--- config.mk ---
export PLATFORM = sky130hd
export DESIGN_NAME = mac_vec_pack
export DESIGN_NICKNAME = d
export VERILOG_FILES = /design/src/rtl/mac_vec_pack.sv
export SDC_FILE = /design/constraint.sdc
export NUM_CORES = 1
export LEC_CHECK = 0
export ABC_AREA = 1
export CAP_MARGIN = 5
export CORE_MARGIN = 2
export CORE_UTILIZATION = 45
export CTS_CLUSTER_DIAMETER = 120
export DETAILED_ROUTE_END_ITERATION = 10
export HOLD_SLACK_MARGIN = 0.02
export PLACE_DENSITY = 0.79
export REMOVE_ABC_BUFFERS = 1
export SYNTH_ARGS = -nofsm -noshare
export SYNTH_HDL_FRONTEND = slang
export SYNTH_SLANG_ARGS = --single-unit
--- constraint.sdc ---
create_clock -name clk -period 3.6 [get_ports clk]
set_input_delay 0.72 -clock clk [delete_from_list [all_inputs] [get_ports clk]]
set_output_delay 0.72 -clock clk [all_outputs]
set_load 0.05 [all_outputs]
--- src/rtl/mac_vec_pack.sv ---
// Packs a stream of (a, b) element pairs into LANES-wide vector pairs for a MAC.
// A vector closes when it is full or when flush is seen, and is held until the consumer takes it.
module mac_vec_pack #(
  parameter int LANES = 8,
  parameter int BW    = 8
) (
  input  logic                     clk,
  input  logic                     reset_n,
  input  logic                     in_valid,
  output logic                     in_ready,
  input  logic [BW-1:0]            in_a,
  input  logic [BW-1:0]            in_b,
  input  logic                     flush,
  output logic                     out_valid,
  input  logic                     out_ready,
  output logic [LANES*BW-1:0]      out_a,
  output logic [LANES*BW-1:0]      out_b,
  output logic [$clog2(LANES):0]   out_count
);

  localparam int CW = $clog2(LANES) + 1;

  typedef enum logic [0:0] {
    FILL = 1'b0,
    FULL = 1'b1
  } state_e;

  state_e              state_q, state_d;
  logic [CW-1:0]       cnt_q, cnt_d;
  logic [CW-1:0]       out_count_q, out_count_d;
  logic [LANES*BW-1:0] a_q, a_d, b_q, b_d;

  logic                accept_s, drain_s, open_s, close_s;
  logic [CW-1:0]       base_cnt_s, next_cnt_s;

  // State register
  always_ff @(posedge clk or negedge reset_n) begin
    if (!reset_n) begin
      state_q <= FILL;
    end else begin
      state_q <= state_d;
    end
  end

  // Packing registers double as the held output vector
  always_ff @(posedge clk or negedge reset_n) begin
    if (!reset_n) begin
      cnt_q       <= {CW{1'b0}};
      out_count_q <= {CW{1'b0}};
      a_q         <= {(LANES*BW){1'b0}};
      b_q         <= {(LANES*BW){1'b0}};
    end else begin
      cnt_q       <= cnt_d;
      out_count_q <= out_count_d;
      a_q         <= a_d;
      b_q         <= b_d;
    end
  end

  // Next-state and datapath update
  always_comb begin
    accept_s    = in_valid && in_ready;
    drain_s     = out_valid && out_ready;
    state_d     = state_q;
    cnt_d       = cnt_q;
    out_count_d = out_count_q;
    a_d         = a_q;
    b_d         = b_q;
    base_cnt_s  = cnt_q;
    next_cnt_s  = cnt_q;
    close_s     = 1'b0;

    case (state_q)
      FILL:    open_s = 1'b1;
      FULL:    open_s = drain_s;
      default: open_s = 1'b0;
    endcase

    if (open_s) begin
      // Leaving FULL starts a fresh, zeroed vector so unfilled lanes read as 0
      if (state_q == FULL) begin
        a_d        = {(LANES*BW){1'b0}};
        b_d        = {(LANES*BW){1'b0}};
        base_cnt_s = {CW{1'b0}};
      end else begin
        base_cnt_s = cnt_q;
      end

      if (accept_s) begin
        for (int k = 0; k < LANES; k++) begin
          if (base_cnt_s == CW'(k)) begin
            a_d[k*BW +: BW] = in_a;
            b_d[k*BW +: BW] = in_b;
          end else begin
            a_d[k*BW +: BW] = a_d[k*BW +: BW];
            b_d[k*BW +: BW] = b_d[k*BW +: BW];
          end
        end
        next_cnt_s = base_cnt_s + CW'(1);
      end else begin
        next_cnt_s = base_cnt_s;
      end

      // Flush never closes an empty vector
      close_s = (next_cnt_s == CW'(LANES)) || (flush && (next_cnt_s != {CW{1'b0}}));

      if (close_s) begin
        state_d     = FULL;
        cnt_d       = {CW{1'b0}};
        out_count_d = next_cnt_s;
      end else begin
        state_d     = FILL;
        cnt_d       = next_cnt_s;
        out_count_d = {CW{1'b0}};
      end
    end else begin
      state_d     = state_q;
      cnt_d       = cnt_q;
      out_count_d = out_count_q;
    end
  end

  // Output decode
  always_comb begin
    case (state_q)
      FILL:    out_valid = 1'b0;
      FULL:    out_valid = 1'b1;
      default: out_valid = 1'b0;
    endcase
    in_ready  = !out_valid || out_ready;
    out_a     = a_q;
    out_b     = b_q;
    out_count = out_count_q;
  end

endmodule

==> out/metrics.csv <==
stage,metric,value,unit
floorplanning,die height,119,um
yosys,cell taking the most area after synthesis,dfrtp_1,
sta,Final Skew,7.15,ps
yosys,ys flop type,dfrtp_1,
yosys,top cell type's share of synthesized area,57.4,%
sta,Worst slew margin,24.8,%
detailed_routing,1st-iter DRT viols,539,
floorplanning,die width,119,um
critical_path,critical path's slowest cell,clkdlybuf4s50_1,
floorplanning,CORE AREA,13100,sq um
detailed_routing,vias per inst,5.61,
detailed_routing,Top Metal Used,met4,
detailed_routing,vias,5360,
min_path,hold crit path type,input pin to asynchronous set/reset pin,
clocking,CTS H-tree depth,4,
power_and_ir_drop,Max VDD drop,510,uV
critical_path,Crit path top cell by count,clkdlybuf4s50_1,
cells_and_area,antenna diode count,0,
detailed_routing,DR WL met3,1.34,mm
clocking,Max clock buf depth,2,
detailed_routing,total routed wirelength,16.7,mm
sta,worst hold margin,433,ps
yosys,Synth Cell Area,5970,sq um
detailed_routing,# DRC,0,
cells_and_area,layout cells sized above 1,7.96,%
critical_path,worst r2r src,state_q,
clocking,CTS tree,yes,
critical_path,Max stage delay on crit path,860,ps
flow_run,max cap viols,0,
sta,Sum Neg Setup Slack,0,ps
yosys,leading cell type by number of instances after synthesis,dfrtp_1,
critical_path,Critical R2R Capture,out_a[21],
critical_path,Critical Path Fanout Max,18,
floorplanning,# rows,42,
critical_path,end of the critical path,in_ready,
global_routing,first-pass GRT wire length,26.6,mm
critical_path,CP Data Arrival Time,2330,ps
cells_and_area,nets,791,
yosys,Post-synth EDFFs,0,
floorplanning,Initial Utilization,45.6,%
clocking,CTS Hold Bufs,0,
critical_path,Crit. Startpoint,out_ready,
detailed_routing,DRT Pass-1 Iters,6,
critical_path,WP data required,2880,ps
clocking,CTS buffer count,17,
critical_path,R2R Setup Slk,1010,ps
yosys,Synth warnings,0,
floorplanning,I/O Pins,155,
detailed_routing,drt wl/cell,17.5,um
clocking,Worst-path clk slew,50,ps
sta,Max Clk Rate,328,MHz
cells_and_area,Syn-to-layout area delta,36.2,%
detailed_routing,Antenna Nets Post-Route,0,
critical_path,WS Path Type,input pin to output port,
yosys,Synth async-reset ratio,100,%
power_and_ir_drop,Tot Pwr,5740,uW
power_and_ir_drop,LEAKAGE,0.00372,uW
sta,fin crit share,84.8,%
clocking,Clock Tree Root,clkbuf_16,
sta,Slew @ Worst Pin,1130,ps
placement,PortBufs,154,
yosys,sequential element share of the synthesized area,57.4,%
global_routing,largest net degree at the start of global routing,123,
sta,final number of max-transition violations,0,
floorplanning,Die Area,14200,sq um
detailed_routing,M1 wire length,7.11,mm
sta,final setup fails,0,
detailed_routing,wire length on met2,7.65,mm
yosys,Syn Area/Cell,9.48,sq um
sta,"Hold Vio Cnt, Final",0,
placement,Placer Congestion,0.819,
clocking,CTS resizes,0,
sta,post-route minimum period,3050,ps
yosys,Yosys cell types,26,
sta,unrepaired setup endpoints after global routing,false,
global_routing,initial antenna violation count,0,
yosys,Seq cells post-synth,137,
critical_path,Reg2Reg Depth,10,
global_routing,GRT overflow,0,
yosys,Synth area leaders,"dfrtp_1 (57%), nand3_1 (10%), nand2_1 (6.3%), a21oi_1 (5.0%), o21ai_0 (4.4%)",
yosys,Post-Syn Instances,630,
clocking,worst skew pair latency,420,ps
critical_path,crit start category,input pin,
yosys,synth cell count leaders,"dfrtp_1 (137), nand3_1 (119), nand2_1 (100)",
clocking,# Post-CTS Setup Buffers,0,
power_and_ir_drop,pwr/cell area,705,nW/um^2
clocking,CTS sink cnt,137,
critical_path,crit-path cells,clkdlybuf4s50_1 -> inv_1 -> nand2_8 -> clkdlybuf4s50_1,
global_routing,number of global-route vias before repair,5075,
critical_path,Setup crit end kind,output port,
placement,Post-DP HPWL,11.2,mm
global_routing,Total GRT Usage,24.2,%
status,status,completed,
## registers in the layout, indices dropped and copies added (netlist names)
register,count
out_b,64
out_count,4
cnt_q,4
out_a,64
state_q,1
## cells in the final DEF (no fill, tap or decap), types with 2 or more instances in the layout
cell type / instances
nand2_8: 2
dfrtp_1: 137
nand2_1: 99
buf_4: 5
inv_1: 30
clkinvlp_4: 3
nand2_2: 4
nor2_1: 10
a21oi_1: 60
o21ai_1: 48
clkbuf_8: 2
o21ai_0: 52
clkdlybuf4s50_1: 153
inv_6: 4
nand2_4: 6
ha_1: 4
nand3_1: 119
nor2_4: 4
clkbuf_16: 17
nand4_1: 2
bufinv_16: 3
nor2_8: 3
clkinv_4: 4
## metrics by stage
stage	area, sq um	setup WS [ps]	std cells	utilization [%]
after floorplan	5690	608	587	-
after global placement	7510	547	923	57.4
after detailed placement	7510	555	923	57.4
after CTS	8140	543	955	62.2
after global routing	8140	481	955	62.2
final	8140	548	955	62.2
## worst min-delay path by stage
stage / depth (start not counted) / slack, ps / startpoint / endpoint
4_1_cts: 2 / 500 / out_count[3] / out_count[3]
2_1_floorplan: 0 / 420 / reset_n / cnt_q[0]
5_1_grt: 2 / 520 / out_count[2] / out_count[2]
6_report: 1 / 430 / reset_n / out_b[26]
3_5_place_dp: 2 / 480 / out_count[1] / out_count[1]
3_3_place_gp: 2 / 470 / out_count[0] / out_count[0]
## power by group
group          total (uW)  switching [uW]  internal [uW]
registers            1910             172           1740
clock network        1810             675           1130
logic                2020            1450            568
total                5740            2300           3440
## worst max-delay path: cells and delay by family
family	cells	cell delay [ps]
buf+inv	3	1450
simple gates	1	150
## logic make-up (layout without fill, tap and decap cells)
group,Yosys count,in the layout,synth area share [%]
fa+ha+maj,4,4,0.838
simple gates,252,252,21.3
compound gates,160,160,13.4
flops,137,137,57.4
buf+inv,77,226,7.08
## layout make-up
type / instances / area, sq um
sequential: 137 / 3430
fill: 1039 / 4950
clock inverter: 12 / 165
timing repair buffer: 160 / 1600
inverter: 34 / 140
multi-input combinational: 416 / 2120
tap: 176 / 220
clock buffer: 20 / 457
## metal layers
metal | up-vias | global-route usage (%)
met4 | 0 | 12.2
met2 | 293 | 36.4
met3 | 52 | 6.47
met1 | 2583 | 32.5
met5 | - | 0
li1 | 2432 | -
(Power assumes the default switching activity.)
